### src/rtl/clk_div_pkg.sv
// Shared types and helpers for the clock-divider controller.
package clk_div_pkg;

  typedef enum logic [1:0] {
    ST_OFF  = 2'd0,
    ST_RUN  = 2'd1,
    ST_PEND = 2'd2
  } state_t;

  // A factor is usable when it yields at least one low and one high cycle.
  function automatic logic div_legal(input int n, input int max_div);
    return (n >= 2) && (n <= max_div);
  endfunction

endpackage

### src/rtl/clk_div_core.sv
// Period counter and divided-clock/tick generator; holds the factor in force.
module clk_div_core #(
  parameter int MAX_DIV = 16,
  parameter int RST_DIV = 4,
  localparam int CW = $clog2(MAX_DIV + 1)
) (
  input  logic          clk_in,
  input  logic          rst,
  input  logic          run_next,
  input  logic          load,
  input  logic [CW-1:0] load_div,
  output logic          at_last,
  output logic          clk_out,
  output logic          tick,
  output logic [CW-1:0] active_div
);

  logic [CW-1:0] cnt_reg, cnt_next;
  logic [CW-1:0] div_reg, div_next;
  logic          run_reg;
  logic          clk_out_reg;
  logic          tick_reg;

  assign at_last = run_reg && (cnt_reg == div_reg - 1'b1);

  // Outputs are registered from the next count so they line up with cnt_reg.
  always_comb begin
    div_next = load ? load_div : div_reg;
    cnt_next = '0;
    if (run_next && run_reg && !at_last)
      cnt_next = cnt_reg + 1'b1;
  end

  always_ff @(posedge clk_in) begin
    if (rst) begin
      cnt_reg     <= '0;
      div_reg     <= CW'(RST_DIV);
      run_reg     <= 1'b0;
      clk_out_reg <= 1'b0;
      tick_reg    <= 1'b0;
    end else begin
      cnt_reg     <= cnt_next;
      div_reg     <= div_next;
      run_reg     <= run_next;
      clk_out_reg <= run_next && (cnt_next >= (div_next >> 1));
      tick_reg    <= run_next && (cnt_next == '0);
    end
  end

  assign clk_out    = clk_out_reg;
  assign tick       = tick_reg;
  assign active_div = div_reg;

endmodule

### src/rtl/clk_div_ctrl.sv
// Divider controller: run/stop FSM, factor handshake and pending-factor register.
module clk_div_ctrl
  import clk_div_pkg::*;
#(
  parameter int MAX_DIV = 16,
  parameter int RST_DIV = 4,
  localparam int CW = $clog2(MAX_DIV + 1)
) (
  input  logic          clk_in,
  input  logic          rst,
  input  logic          en,
  input  logic          cfg_valid,
  input  logic [CW-1:0] cfg_div,
  output logic          cfg_ready,
  output logic          cfg_err,
  output logic          clk_out,
  output logic          tick,
  output logic [CW-1:0] active_div
);

  state_t        state_reg;
  logic [CW-1:0] pend_reg;
  logic          cfg_ready_reg;
  logic          cfg_err_reg;

  logic          accept;
  logic          take;
  logic          at_last;
  logic          run_next;
  logic          load;
  logic [CW-1:0] load_div;

  assign accept = cfg_valid && cfg_ready_reg;
  assign take   = accept && div_legal(int'(cfg_div), MAX_DIV);

  // Core controls: a factor only ever reaches the core at a period boundary
  // or while stopped, so no phase can be truncated by a reconfiguration.
  always_comb begin
    run_next = 1'b0;
    load     = 1'b0;
    load_div = cfg_div;
    case (state_reg)
      ST_OFF: begin
        run_next = en;
        load     = take;
      end
      ST_RUN: begin
        run_next = !at_last || en;
        load     = take && at_last;
      end
      ST_PEND: begin
        run_next = !at_last || en;
        load     = at_last;
        load_div = pend_reg;
      end
      default: ;
    endcase
  end

  always_ff @(posedge clk_in) begin
    if (rst) begin
      state_reg     <= ST_OFF;
      pend_reg      <= '0;
      cfg_ready_reg <= 1'b1;
      cfg_err_reg   <= 1'b0;
    end else begin
      cfg_err_reg <= accept && !take;
      case (state_reg)
        ST_OFF: begin
          if (en)
            state_reg <= ST_RUN;
        end
        ST_RUN: begin
          if (at_last) begin
            state_reg <= en ? ST_RUN : ST_OFF;
          end else if (take) begin
            state_reg     <= ST_PEND;
            pend_reg      <= cfg_div;
            cfg_ready_reg <= 1'b0;
          end
        end
        ST_PEND: begin
          if (at_last) begin
            state_reg     <= en ? ST_RUN : ST_OFF;
            pend_reg      <= '0;
            cfg_ready_reg <= 1'b1;
          end
        end
        default: begin
          state_reg     <= ST_OFF;
          cfg_ready_reg <= 1'b1;
        end
      endcase
    end
  end

  assign cfg_ready = cfg_ready_reg;
  assign cfg_err   = cfg_err_reg;

  clk_div_core #(
    .MAX_DIV(MAX_DIV),
    .RST_DIV(RST_DIV)
  ) u_core (
    .clk_in    (clk_in),
    .rst       (rst),
    .run_next  (run_next),
    .load      (load),
    .load_div  (load_div),
    .at_last   (at_last),
    .clk_out   (clk_out),
    .tick      (tick),
    .active_div(active_div)
  );

endmodule

### config.mk
export PLATFORM = sky130hd
export DESIGN_NAME = clk_div_ctrl
export DESIGN_NICKNAME = d
export VERILOG_FILES = /design/src/rtl/clk_div_pkg.sv /design/src/rtl/clk_div_core.sv /design/src/rtl/clk_div_ctrl.sv
export SDC_FILE = /design/constraint.sdc
export NUM_CORES = 1
export LEC_CHECK = 0
export ABC_AREA = 1
export CORE_MARGIN = 2
export CORE_UTILIZATION = 27
export DETAILED_ROUTE_END_ITERATION = 8
export MAX_ROUTING_LAYER = met4
export PLACE_DENSITY = 0.51
export RECOVER_POWER = 100
export SLEW_MARGIN = 0
export SYNTH_ARGS = -nofsm -noshare
export SYNTH_HDL_FRONTEND = slang
export SYNTH_SLANG_ARGS = --single-unit
### constraint.sdc
create_clock -name clk_in -period 3.2 [get_ports clk_in]
set_input_delay 0.64 -clock clk_in [delete_from_list [all_inputs] [get_ports clk_in]]
set_output_delay 0.64 -clock clk_in [all_outputs]
set_load 0.1 [all_outputs]
==> impl_metrics.tcl <==
set metrics [dict create \
    status "completed" \
    synth_cells 217 \
    cts_setup_buffers 0 \
    cp_max_fo 7 \
    maxSlewHeadroom_pct 21.9 \
    htree_levels 1 \
    crit_chain "dlygate4sd3_1 -> nor2_1 -> nand4_1 -> a21oi_1 -> nand2_1 -> nand3_2 -> nand2_1 -> nand2_1 -> nand2_1 -> inv_1 -> ha_1 -> o21ai_0 -> nand2_1 -> a21o_1 -> a21oi_1 -> a21oi_1" \
    ys_seq_elements 22 \
    synthTopCellsByCount "nand2_1 (68), inv_1 (27), nor2_1 (25), dfxtp_1 (22), nand3_1 (17)" \
    fin_area_um2 1650 \
    use_met3_pct 1.90 \
    maxCapViolCount 0 \
    die_w_um 76.0 \
    clkSlewWorstSetupHoldPaths_ns 0.08 \
    finalClockSkew_ns 0.00474 \
    first_pass_iters 4 \
    crit_required_ns 3.35 \
    clockPowerShare_pct 14.7 \
    io_buffers 17 \
    p_int_uw 666 \
    pwr-share-comb_pct 56.9 \
    io_pins 18 \
    wl_per_cell_um 10.4 \
    ant_nets 0 \
    fmax_mhz 350 \
    num-nets-final 259 \
    ys_warn_count 0 \
    cts_tree "done" \
    critical_path.slowest_cell "dlygate4sd3_1" \
    vias 1311 \
    grt_max_degree 13 \
    synth_edf_count 0 \
    overflow 0 \
    syn-cell-area_um2 1400 \
    power_switching_uw 705 \
    drv_slew 0 \
    fin_crit_sh_pct 89.3 \
    grtUsageMet2_pct 18.9 \
    syn2layout_area_growth_pct 17.8 \
    seqPwrFrac_pct 28.4 \
    placement_rows 26 \
    syn-num-nets 236 \
    dpl.hpwl_um 2630 \
    fin_crit_ns 2.86 \
    start_kind "primary input" \
    p_leak_nw 0.829 \
    n_antenna_cell 0 \
    final_cells 309 \
    yosysUniqueCellTypes 28 \
    worst_setup_path_end_kind "register" \
    startpoint "cfg_div[1]" \
    seq_area_frac_synth_pct 31.5 \
    gp_congestion 0.824 \
    max-vdd-ir-drop_mv 0.246 \
    p_sw_share_pct 51.4 \
    clock_path_buffers 2 \
    r2r-start "u_core.active_div[0]$_SDFFE_PP0N_" \
    clockRootBuffer "clkbuf_8" \
    cpMostUsedCell "nand2_1" \
    die_y_um 76.0 \
    placedCellCount 305 \
    power_mw 1.37 \
    synthArstFlopShare_pct 0 \
    avgViaCountPerCell 4.24 \
    initial_core_util_pct 27.8 \
    crit_type "in -> reg" \
    setup_violations 0 \
    drc 0 \
    rsz0062_at_grt "no" \
    setup_tns_ns 0 \
    hold_viol_final 0 \
    busiest_layer "met2" \
    fill_cells 584 \
    synth_area_leaders "dfxtp_1 (31%), nand2_1 (18%), ha_1 (8.9%), inv_1 (7.2%), nor2_1 (6.7%)" \
    placed_area_um2 1650 \
    dieArea_um2 5780 \
    grt_pass1_wl_um 5670 \
    holdBufCountCts 0 \
    avgSynthCellArea_um2 6.45 \
    cts-resized-gates 0 \
    ys.flop_type "dfxtp_1" \
    slowest_delay_ns 0.55 \
    power_density_nw_per_um2 831 \
    cts_num_sinks 22 \
    grt_pass1_vias 1256 \
    grtUsageMet1_pct 16.7 \
    cts_buffers 3 \
    hold_class "reg -> reg" \
    hold_slack_ns 0.476 \
    drive_gt1_share_pct 7.11 \
    core-area_um2 5040 \
    yosysTopAreaCell "dfxtp_1" \
    antenna_found_initial 0 \
    synth_top_area_share_pct 31.5 \
    arrival_ns 3.01 \
    synthMostInstantiatedCell "nand2_1" \
    grt_usage_pct 12.3 \
    insertion_delay_ns 0.26 \
    min_from "pend_reg[0]$_SDFFE_PP0P_" \
    worstMarginPinSlew_ns 1.18 \
    routed_wl_um 3230 \
    drtIter0Drc 54 \
]
[kinds of logic (layout without fill, tap and decap cells)]
kind of cell    Yosys count  in the layout  share of synthesized area (%)
compound gates           22             22                           8.40
xor+xnor                  2              2                           1.25
fa+ha+maj                10             10                           8.94
buf+inv                  34             56                           9.20
flops                    22             22                           31.5
simple gates            127            127                           40.8
[power by group through the flow]
| stage | logic, mW | registers [mW] | clock network, mW |
|---|---|---|---|
| 2_1_floorplan | 0.484 | 0.567 | 0 |
| 3_3_place_gp | 0.838 | 0.398 | 0 |
| 3_5_place_dp | 0.834 | 0.396 | 0 |
| 4_1_cts | 0.837 | 0.391 | 0.209 |
| 5_1_grt | 0.887 | 0.401 | 0.222 |
| 6_report | 0.780 | 0.390 | 0.201 |
[final timing paths]
check	to	slack [ns]	depth (start not counted)
max	u_core.clk_out$_SDFF_PP0_	0.34	16
min	pend_reg[0]$_SDFFE_PP0P_	0.48	2
max reg2reg	u_core.clk_out$_SDFF_PP0_	0.43	18
min reg2reg	pend_reg[0]$_SDFFE_PP0P_	0.48	2
[per-layer routing]
metal / vias up / wire length (um)
met4: 0 / 27
met2: 14 / 1420
met5: - / 0
li1: 725 / -
met1: 570 / 1720
met3: 2 / 67
[final cells by class]
class | instances | area [um2] | area share, %
clock buffers | 4 | 55.1 | 3.34
well taps | 70 | 87.6 | 5.31
repair buffers | 20 | 133 | 8.04
inverters | 32 | 120 | 7.28
multi-input cells | 161 | 813 | 49.3
flip-flops and latches | 22 | 440 | 26.7
[cell usage in the layout (no fill, tap or decap), types with 4 or more instances in the layout]
| cell | instances |
|---|---|
| inv_1 | 27 |
| inv_2 | 4 |
| o21ai_0 | 7 |
| dfxtp_1 | 22 |
| nand3_1 | 17 |
| a21oi_1 | 12 |
| nand2_1 | 69 |
| clkbuf_1 | 10 |
| clkbuf_8 | 4 |
| clkdlybuf4s50_1 | 6 |
| ha_1 | 10 |
| nor2_1 | 27 |
[critical path, delay by kind of cell]
family	cells	cell delay [ns]
fa+ha+maj	1	0.21
buf+inv	2	0.60
compound gates	5	0.74
simple gates	8	0.83
[metrics by stage]
step | setup slack (ns) | util (%)
CTS | 0.396 | 33.8
floorplan | 0.0118 | -
finish | 0.342 | 32.7
global placement | 0.253 | 32.7
global route | 0.0952 | 32.7
detailed placement | 0.201 | 32.7
No activity file was read; power rests on OpenSTA's default activity.
==> patch (same settings) <==
Make the reset (`rst`) asynchronous in 2 clocked blocks.
--- a/src/rtl/clk_div_core.sv
+++ b/src/rtl/clk_div_core.sv
@@ -32,5 +32,5 @@
   end
 
-  always_ff @(posedge clk_in) begin
+  always_ff @(posedge clk_in or posedge rst) begin
     if (rst) begin
       cnt_reg     <= '0;
--- a/src/rtl/clk_div_ctrl.sv
+++ b/src/rtl/clk_div_ctrl.sv
@@ -58,5 +58,5 @@
   end
 
-  always_ff @(posedge clk_in) begin
+  always_ff @(posedge clk_in or posedge rst) begin
     if (rst) begin
       state_reg     <= ST_OFF;
Function: differs if rst is asserted again (counterexample within 4 cycles, from zero or initial values and one cycle with rst high); with rst held inactive, the same outputs for 10 cycles.
==> patch against the original RTL <==
Synthesized area increased by 10%. Core utilization fell by 0.62 points. Die area increased by 9.8%. Sequential power increased by 25%. Worst setup slack got worse by 0.016 ns. Register-to-register slack got worse by 0.10 ns. Clock power rose by 2%. Wire length is 4.1% higher. Sequential cell count unchanged. Final area grew 7.1%. First-iteration DRC count is 39% higher. Total power grew 34%.
==> patch: results (changes against the original RTL) <==
Parameter                              Value

Power
  Maximum resistive drop on vdd ... 397 µV (+62%)
  Leakage power summed over all cells ... 0.972 nW (+17%)

Global route
  Global routing usage on met1 ... 0.171 (+0.00444)
  GRT Resource Usage Total ... 0.125 (+0.00219)
  Global-route wire length before repair ... 5.96 mm (+5.1%)
  Maximum number of pins on one net before global-route repair ... 23 (+10)
  Met2 usage ... 0.183 (-0.00609)
  M3 GR Usage ... 0.0238 (+0.00480)

Synth
  Total nets after synthesis ... 238 (+0.85%)
  Area contributors post-synth ... sky130_fd_sc_hd__dfrtp_1, sky130_fd_sc_hd__nand2_1, sky130_fd_sc_hd__inv_1, sky130_fd_sc_hd__ha_1, sky130_fd_sc_hd__nand3_1
  Share of the yosys chip area belonging to registers ... 0.358 (+0.0433)
  Dominant register cell in the synthesized netlist ... sky130_fd_sc_hd__dfrtp_1
  List of most frequent post-synthesis cells ... sky130_fd_sc_hd__nand2_1, sky130_fd_sc_hd__inv_1, sky130_fd_sc_hd__nand3_1
  Number of unique standard cell types used by synthesis ... 29 (+3.6%)

Place
  Post-Place Cell Area ... 1770 µm² (+7.5%)
  HPWL after detailed placement ... 2.58 mm (-1.9%)

Setup path
  Critical-path maximum fanout ... 9 (+2)
  Register-to-register setup slack ... 0.33 ns (-0.10 ns)
  Worst path max stage delay ... 0.42 ns (-0.13 ns)
  Critical Path Slowest Stage Cell ... sky130_fd_sc_hd__dfrtp_2

Detailed routing
  Initial drt markers ... 75 (+39%)
  Detail-routed net length per standard cell ... 10.9 µm (+4.1%)

Status
  Status ... complete, no violations

STA
  Setup Skew ... 0.00496 ns (+0.000224 ns)
  Worst rel slew slack ... 0.226 (+0.00643)

Cells and area
  Fillers ... 615 (+5.3%)
  # nets final ... 257 (-0.77%)
  Fraction of layout cells with a size suffix above 1 ... 0.0844 (+0.0133)
==> patch: kinds of logic (layout without fill, tap and decap cells) <==
| group | Yosys count | count (layout) | share of synthesized area |
|---|---|---|---|
| buf+inv | 41 | 59 | 0.100 |
| xor+xnor | 3 | 3 | 0.0170 |
| fa+ha+maj | 10 | 10 | 0.0810 |
| compound gates | 16 | 16 | 0.0656 |
| simple gates | 127 | 127 | 0.378 |
| flops | 22 | 22 | 0.358 |
==> patch: per-layer routing <==
metal | routed length, µm | vias to the layer above
li1 | - | 714
met3 | 110 | 5
met5 | 0 | -
met4 | 54 | 0
met2 | 1460 | 15
met1 | 1740 | 560
==> patch: path summary, 6_finish.rpt <==
check                           cells past startpoint                 start                   end
max in group asynchronous                           2                   rst  u_core.active_div[0]
worst max register to register                     14  u_core.active_div[0]        u_core.clk_out
worst min-delay path                                2           pend_reg[4]           pend_reg[4]
worst min register to register                      2           pend_reg[4]           pend_reg[4]
min in group asynchronous                           2                   rst          state_reg[1]
worst max-delay path                               14  u_core.active_div[0]        u_core.clk_out
==> patch: metrics by stage <==
step	setup WS [ns]	util	hold WS, ns	cells
2_1_floorplan	0.255	-	0.442	219
3_3_place_gp	0.178	0.322	0.456	305
3_5_place_dp	0.135	0.322	0.458	305
4_1_cts	0.315	0.332	0.480	309
5_1_grt	0.0354	0.321	0.496	309
6_report	0.326	0.321	0.479	309
==> patch: final cells by class <==
cell class                 instances  area share
multi-input combinational        156       0.458
inverter                          38      0.0807
sequential                        22       0.314
clock buffer                       4      0.0312
timing repair buffer              17      0.0644
tap                               72      0.0510
==> patch: power breakdown <==
group | switching (mW) | leakage (nW) | total [mW] | internal [mW]
logic | 0.846 | 0.667 | 1.15 | 0.305
registers | 0.0908 | 0.277 | 0.486 | 0.395
clock network | 0.0964 | 0.0288 | 0.206 | 0.110
